==> src/rtl/cache_def.sv <==
// rtl/cache_def.sv - shared cache line and memory request types for the victim cache
package cache_def;

    localparam int VC_ENTRIES_DEF = 4;

    typedef struct packed {
        logic         valid;
        logic         dirty;
        logic [31:0]  addr;
        logic [127:0] data;
    } evict_data_type;

    typedef struct packed {
        logic [31:0]  addr;
        logic [127:0] data;
        logic         rw;
        logic         valid;
    } mem_req_type;

endpackage

==> src/rtl/vc_match.sv <==
// rtl/vc_match.sv - fully-associative line-address compare with one-hot to index encode
module vc_match #(
    parameter int N  = 4,
    parameter int IW = $clog2(N)
) (
    input  logic [N-1:0]       valid_i,
    input  logic [N-1:0][27:0] lines_i,
    input  logic [27:0]        key_i,
    output logic               hit_o,
    output logic [IW-1:0]      idx_o
);

    logic [N-1:0] onehot;

    always_comb begin
        hit_o = 1'b0;
        idx_o = '0;
        for (int i = 0; i < N; i++) begin
            onehot[i] = valid_i[i] && (lines_i[i] == key_i);
            if (onehot[i]) begin
                hit_o = 1'b1;
                idx_o = idx_o | IW'(i);
            end
        end
    end

endmodule

==> src/rtl/victim_cache.sv <==
// rtl/victim_cache.sv - fully-associative victim cache with dirty write-back; counters under VC_PERF_CNT_EN
module victim_cache import cache_def::*; #(
    parameter int VC_ENTRIES = VC_ENTRIES_DEF
) (
    input  logic           clk_i,
    input  logic           rst_ni,
    input  evict_data_type evict_data_i,
    input  logic           lookup_valid_i,
    input  logic [31:0]    lookup_addr_i,
    output evict_data_type data_swap_o,
    output logic           vc_miss_o,
    output logic           full_o,
    output logic           stall_o,
    output mem_req_type    wb_req_o,
    input  logic           wb_ready_i,
    output logic [31:0]    vc_hit_cnt_o,
    output logic [31:0]    vc_miss_cnt_o
);

    localparam int IW = $clog2(VC_ENTRIES);
    localparam logic [0:0] ST_IDLE       = 1'b0;
    localparam logic [0:0] ST_WRITE_BACK = 1'b1;

    logic [0:0]                     state_q;
    logic [IW-1:0]                  fifo_q;
    logic [VC_ENTRIES-1:0]          valid_q;
    logic [VC_ENTRIES-1:0]          dirty_q;
    logic [31:0]                    addr_q [VC_ENTRIES];
    logic [127:0]                   data_q [VC_ENTRIES];
    logic [VC_ENTRIES-1:0][27:0]    lines;

    logic          lookup_fire, evict_fire;
    logic          lk_hit, ev_hit;
    logic [IW-1:0] lk_idx, ev_idx;
    logic          free_found, ins_replace, wb_needed;
    logic [IW-1:0] free_idx, ins_idx;
    logic          unused_low_bits;

    assign unused_low_bits = ^{lookup_addr_i[3:0]};

    always_comb begin
        for (int i = 0; i < VC_ENTRIES; i++) begin
            lines[i] = addr_q[i][31:4];
        end
    end

    assign stall_o     = (state_q == ST_WRITE_BACK);
    assign lookup_fire = lookup_valid_i && !stall_o;
    assign evict_fire  = evict_data_i.valid && !stall_o;
    assign full_o      = &valid_q;

    vc_match #(.N(VC_ENTRIES), .IW(IW)) u_lookup_match (
        .valid_i (valid_q),
        .lines_i (lines),
        .key_i   (lookup_addr_i[31:4]),
        .hit_o   (lk_hit),
        .idx_o   (lk_idx)
    );

    vc_match #(.N(VC_ENTRIES), .IW(IW)) u_evict_match (
        .valid_i (valid_q),
        .lines_i (lines),
        .key_i   (evict_data_i.addr[31:4]),
        .hit_o   (ev_hit),
        .idx_o   (ev_idx)
    );

    // Slot priority: same line, then the slot a same-cycle hit frees, then lowest free, then FIFO victim.
    always_comb begin
        free_found  = 1'b0;
        free_idx    = '0;
        ins_replace = 1'b0;
        for (int i = VC_ENTRIES - 1; i >= 0; i--) begin
            if (!valid_q[i]) begin
                free_found = 1'b1;
                free_idx   = IW'(i);
            end
        end
        if (ev_hit) begin
            ins_idx = ev_idx;
        end else if (lookup_fire && lk_hit) begin
            ins_idx = lk_idx;
        end else if (free_found) begin
            ins_idx = free_idx;
        end else begin
            ins_idx     = fifo_q;
            ins_replace = 1'b1;
        end
        wb_needed = evict_fire && ins_replace && dirty_q[fifo_q];
    end

    always_ff @(posedge clk_i) begin
        if (!rst_ni) begin
            state_q     <= ST_IDLE;
            fifo_q      <= '0;
            valid_q     <= '0;
            data_swap_o <= '0;
            vc_miss_o   <= 1'b0;
            wb_req_o    <= '0;
        end else begin
            data_swap_o <= '0;
            vc_miss_o   <= 1'b0;
            if (lookup_fire) begin
                if (lk_hit) begin
                    data_swap_o.valid <= 1'b1;
                    data_swap_o.dirty <= dirty_q[lk_idx];
                    data_swap_o.addr  <= addr_q[lk_idx];
                    data_swap_o.data  <= data_q[lk_idx];
                    valid_q[lk_idx]   <= 1'b0;
                end else begin
                    vc_miss_o <= 1'b1;
                end
            end
            // Placed after the lookup invalidate so a swapped-in line wins the same slot.
            if (evict_fire) begin
                valid_q[ins_idx] <= 1'b1;
                if (ins_replace) begin
                    fifo_q <= fifo_q + IW'(1);
                end
                if (wb_needed) begin
                    wb_req_o.addr  <= addr_q[fifo_q];
                    wb_req_o.data  <= data_q[fifo_q];
                    wb_req_o.rw    <= 1'b1;
                    wb_req_o.valid <= 1'b1;
                    state_q        <= ST_WRITE_BACK;
                end
            end
            if (state_q == ST_WRITE_BACK && wb_ready_i) begin
                wb_req_o <= '0;
                state_q  <= ST_IDLE;
            end
        end
    end

    always_ff @(posedge clk_i) begin
        if (evict_fire) begin
            addr_q[ins_idx]  <= evict_data_i.addr;
            data_q[ins_idx]  <= evict_data_i.data;
            dirty_q[ins_idx] <= evict_data_i.dirty;
        end
    end

`ifdef VC_PERF_CNT_EN
    logic [31:0] hit_cnt_q, miss_cnt_q;

    always_ff @(posedge clk_i) begin
        if (!rst_ni) begin
            hit_cnt_q  <= '0;
            miss_cnt_q <= '0;
        end else if (lookup_fire) begin
            if (lk_hit) begin
                hit_cnt_q <= hit_cnt_q + 32'd1;
            end else begin
                miss_cnt_q <= miss_cnt_q + 32'd1;
            end
        end
    end

    assign vc_hit_cnt_o  = hit_cnt_q;
    assign vc_miss_cnt_o = miss_cnt_q;
`else
    assign vc_hit_cnt_o  = '0;
    assign vc_miss_cnt_o = '0;
`endif

endmodule
==> config.mk <==
export PLATFORM = sky130hd
export DESIGN_NAME = victim_cache
export DESIGN_NICKNAME = d
export VERILOG_FILES = /design/src/rtl/cache_def.sv /design/src/rtl/vc_match.sv /design/src/rtl/victim_cache.sv
export SDC_FILE = /design/constraint.sdc
export NUM_CORES = 1
export LEC_CHECK = 0
export BUFFER_PORTS_ARGS = -buffer_cell sky130_fd_sc_hd__buf_2
export CAP_MARGIN = 40
export CORE_ASPECT_RATIO = 0.9
export CORE_UTILIZATION = 52
export DETAILED_ROUTE_END_ITERATION = 6
export GPL_TIMING_DRIVEN = 0
export PLACE_DENSITY = 0.83
export SYNTH_ARGS = -nofsm -noshare
export SYNTH_HDL_FRONTEND = slang
export SYNTH_HIERARCHICAL = 1
export SYNTH_SLANG_ARGS = --single-unit
==> constraint.sdc <==
create_clock -name clk_i -period 14.1 [get_ports clk_i]
set_input_delay 0.705 -clock clk_i [delete_from_list [all_inputs] [get_ports clk_i]]
set_output_delay 0.705 -clock clk_i [all_outputs]
set_load 0.03 [all_outputs]
==> flow_results.xml <==
<?xml version="1.0" encoding="UTF-8"?>
<metrics>
  <group name="drt">
    <metric name="route.detailed.vias_per_inst" unit="">6.03</metric>
    <metric name="drt_first_iter_violations" unit="">3020</metric>
    <metric name="antenna_violating_nets_post_route" unit="">0</metric>
    <metric name="drt-wirelength-per-cell" unit="um">26.7</metric>
    <metric name="overall_via_count_from_detail_route" unit="">26440</metric>
    <metric name="detail_route.drc_violations" unit="">0</metric>
    <metric name="dr.pass1.iters" unit="">6</metric>
    <metric name="drt_wl_total" unit="um">117000</metric>
  </group>
  <group name="worst_setup_path">
    <metric name="timing.critical_path.to_type" unit="">flip-flop</metric>
    <metric name="critPathArrivalTime" unit="ns">5.14</metric>
    <metric name="critical_path.max_fanout" unit="">15</metric>
    <metric name="worst_ep_required_time" unit="ns">14.47</metric>
    <metric name="worst_setup_path_class" unit="">reg2reg</metric>
    <metric name="start_kind" unit="">flip-flop</metric>
  </group>
  <group name="sta">
    <metric name="max_freq" unit="MHz">210</metric>
    <metric name="grt_setup_unrepaired" unit="">false</metric>
    <metric name="clock_skew" unit="ns">0.0419</metric>
    <metric name="worstMarginPinSlew" unit="ns">0.898</metric>
    <metric name="fin_max_slew_vios" unit="">0</metric>
    <metric name="period_share" unit="%">33.8</metric>
    <metric name="finalCriticalPeriod" unit="ns">4.77</metric>
    <metric name="worst_slew_margin_rel" unit="%">40.2</metric>
    <metric name="final-setup-viol-count" unit="">0</metric>
    <metric name="timing.final.hold_violations" unit="">0</metric>
  </group>
  <group name="floorplan">
    <metric name="initial_core_util" unit="%">52.8</metric>
    <metric name="floorplan.rows" unit="">96</metric>
    <metric name="die_height" unit="um">266</metric>
    <metric name="core_region_area" unit="mm2">0.0765</metric>
    <metric name="boundaryPins" unit="">589</metric>
    <metric name="die_width" unit="um">296</metric>
    <metric name="dieArea" unit="mm2">0.0788</metric>
  </group>
  <group name="synthesis">
    <metric name="synth.yosys.seq_area_share" unit="%">64.2</metric>
    <metric name="synth_compound_gate_area_share" unit="%">2.25</metric>
    <metric name="post_synth_simple_gate_area" unit="%">7.21</metric>
    <metric name="synth_area" unit="mm2">0.0404</metric>
    <metric name="synth_top_family_by_area" unit="">multiplexers</metric>
    <metric name="synth-warning-count" unit="">6</metric>
    <metric name="synth_xor_area_share" unit="%">5.02</metric>
    <metric name="synthDominantAreaCellType" unit="">sky130_fd_sc_hd__edfxtp_1</metric>
    <metric name="ys_async_sr_fraction" unit="%">0</metric>
    <metric name="synth_top_flop_cell" unit="">sky130_fd_sc_hd__edfxtp_1</metric>
    <metric name="muxShareOfSynthArea" unit="%">17.9</metric>
    <metric name="synth_cell_types" unit="">35</metric>
    <metric name="syn-instance-count" unit="">2536</metric>
    <metric name="count_of_flip_flops_with_a_built_in_enable_after_synthesis" unit="">644</metric>
    <metric name="synth.avg_cell_area" unit="um2">15.9</metric>
    <metric name="synth_top_area_share" unit="%">47.9</metric>
    <metric name="yosys_register_bits" unit="">974</metric>
    <metric name="most_area_consuming_cells_after_synthesis" unit="">sky130_fd_sc_hd__edfxtp_1 48%, sky130_fd_sc_hd__mux4_2 18%, sky130_fd_sc_hd__dfxtp_1 16%, sky130_fd_sc_hd__nand2_1 3.1%, sky130_fd_sc_hd__xnor2_1 2.8%</metric>
    <metric name="synth_fa_ha_area_share" unit="%">0</metric>
  </group>
  <group name="global_routing">
    <metric name="grt_start_max_net_pins" unit="">97</metric>
    <metric name="grt_util_all_layers" unit="%">29.2</metric>
    <metric name="first_pass_grt_wire_length" unit="um">167000</metric>
    <metric name="grt_antenna_before_repair" unit="">34</metric>
    <metric name="globalRoute.totalOverflow" unit="">0</metric>
    <metric name="first_global_vias" unit="">26356</metric>
  </group>
  <group name="clock_tree">
    <metric name="max-clock-path-buffers" unit="">3</metric>
    <metric name="cts-hold-fix-buffers" unit="">0</metric>
    <metric name="insertion_delay" unit="ns">0.66</metric>
    <metric name="ctsResizeCount" unit="">0</metric>
    <metric name="tritoncts" unit="">yes</metric>
    <metric name="clk_pin_slew_worst_paths" unit="ns">0.07</metric>
    <metric name="numCtsBuffers" unit="">95</metric>
    <metric name="cell_chosen_for_the_clock_root" unit="">sky130_fd_sc_hd__clkbuf_16</metric>
    <metric name="post-cts-setup-buffer-count" unit="">0</metric>
    <metric name="ctsHtreeMaxLevel" unit="">3</metric>
    <metric name="cts.sinks" unit="">974</metric>
  </group>
  <group name="power">
    <metric name="finalPower" unit="mW">6.01</metric>
    <metric name="ir_worst_vdd" unit="mV">0.103</metric>
    <metric name="power.static_leakage" unit="nW">17.8</metric>
    <metric name="power_density" unit="mW/mm2">124</metric>
  </group>
  <group name="layout">
    <metric name="syn2layout_area_growth" unit="%">19.9</metric>
    <metric name="layout_cell_share_with_drive_strength_beyond_1" unit="%">34.8</metric>
    <metric name="design.final.nets" unit="">3446</metric>
    <metric name="most_frequent_cells_in_the_layout" unit="">644 x sky130_fd_sc_hd__edfxtp_1, 559 x sky130_fd_sc_hd__buf_2, 337 x sky130_fd_sc_hd__nand2_1</metric>
    <metric name="layout.cells.most_common" unit="">sky130_fd_sc_hd__edfxtp_1</metric>
    <metric name="post_layout_instance_area" unit="mm2">0.0484</metric>
  </group>
  <group name="status">
    <metric name="outcome" unit="">finished, final reports clean</metric>
  </group>
  <group name="job">
    <metric name="maxCapViolCount" unit="">0</metric>
  </group>
  <group name="place">
    <metric name="place.port_buffers" unit="">514</metric>
    <metric name="hpwl" unit="um">81800</metric>
    <metric name="globalplace.congestion" unit="">0.983</metric>
    <metric name="placed_cell_areas" unit="mm2">0.0452</metric>
  </group>
  <group name="min_path">
    <metric name="worstHoldPathType" unit="">in2reg</metric>
  </group>
</metrics>
[routing by layer]
metal | wire (um) | GRT usage [%]
met5 | 138 | 0
met2 | 56200 | 46.5
met3 | 12700 | 8.07
met1 | 41700 | 36.9
met4 | 6210 | 14.5
[path summary, 6_finish.rpt]
check                         endpoint  slack, ns  cells past startpoint                      start
min reg2reg  wb_req_o[59]$_SDFFE_PP0P_       0.45                      2  wb_req_o[59]$_SDFFE_PP0P_
max            data_q[2][96]$_DFFE_PP_       9.33                     14    addr_q[1][17]$_DFFE_PP_
max reg2reg    data_q[2][96]$_DFFE_PP_       9.33                     14    addr_q[1][17]$_DFFE_PP_
min            data_q[1][88]$_DFFE_PP_       0.25                      1           evict_data_i[88]
[Yosys cell counts (20+ instances only)]
cell type / count
sky130_fd_sc_hd__edfxtp_1: 644
sky130_fd_sc_hd__nand2_1: 337
sky130_fd_sc_hd__dfxtp_1: 330
sky130_fd_sc_hd__mux4_2: 322
sky130_fd_sc_hd__a21oi_1: 163
sky130_fd_sc_hd__and3_1: 162
sky130_fd_sc_hd__xnor2_1: 128
sky130_fd_sc_hd__clkbuf_1: 101
sky130_fd_sc_hd__xor2_1: 89
sky130_fd_sc_hd__buf_4: 67
sky130_fd_sc_hd__buf_2: 44
sky130_fd_sc_hd__nand4_1: 44
sky130_fd_sc_hd__nor4_1: 32
sky130_fd_sc_hd__buf_6: 20
[critical path: stages (launching register included)]
cell and delay [ns]:
sky130_fd_sc_hd__edfxtp_1 0.47, sky130_fd_sc_hd__xnor2_1 0.36, sky130_fd_sc_hd__nand4_1 0.21, sky130_fd_sc_hd__nor4_1 0.43
sky130_fd_sc_hd__nand4_1 0.18, sky130_fd_sc_hd__nand4_1 0.32, sky130_fd_sc_hd__and3b_1 0.32, sky130_fd_sc_hd__a21oi_1 0.10
sky130_fd_sc_hd__a21oi_1 0.35, sky130_fd_sc_hd__nor3b_4 0.68, sky130_fd_sc_hd__buf_8 0.26, sky130_fd_sc_hd__buf_8 0.19
sky130_fd_sc_hd__buf_8 0.19, sky130_fd_sc_hd__buf_8 0.20, sky130_fd_sc_hd__buf_8 0.20
[cells by family (layout without fill, tap and decap cells)]
kind of cell	Yosys count	count (layout)
flip-flops	974	974
AND/OR/NAND/NOR	598	598
multiplexers	322	322
buffers and inverters	240	970
XOR/XNOR	225	225
AO/OA/AOI/OAI	176	176
other	1	90
[state kept, by name, summed over array words and instances (netlist names)]
signal and flops:
stall_o 1, wb_req_o 160, dirty_q 4, data_q 512, valid_q 4, fifo_q 2
vc_miss_o 1, data_swap_o 162, addr_q 128
[metrics by stage]
step | setup WS [ns] | util [%] | std cells | hold WS [ns] | TNS, ns
floorplan | 4.58 | - | 2599 | 0.505 | 0
global placement | -2.20 | 58.2 | 4142 | 0.436 | -518.30
detailed placement | 9.13 | 59.1 | 4179 | 0.441 | 0
CTS | 9.50 | 63.2 | 4357 | 0.208 | 0
global route | 9.18 | 63.3 | 4377 | 0.223 | 0
finish | 9.33 | 63.3 | 4384 | 0.250 | 0
[final cells by class]
class,count,area [um2]
Multi-Input combinational cell,1385,13400
Inverter,3,18.8
Buffer,237,1350
Tap cell,1029,1290
Fill cell,5339,28100
Antenna cell,26,65.1
Clock buffer,146,2780
Sequential cell,974,25900
Timing Repair Buffer,552,3280
Clock inverter,32,355
[power by group]
group	leakage (nW)	internal, mW	total (mW)	switching (mW)
logic	7.74	0.144	0.333	0.189
registers	8.57	3.12	3.16	0.0396
clock network	1.53	1.41	2.52	1.11
(Power assumes the default switching activity.)
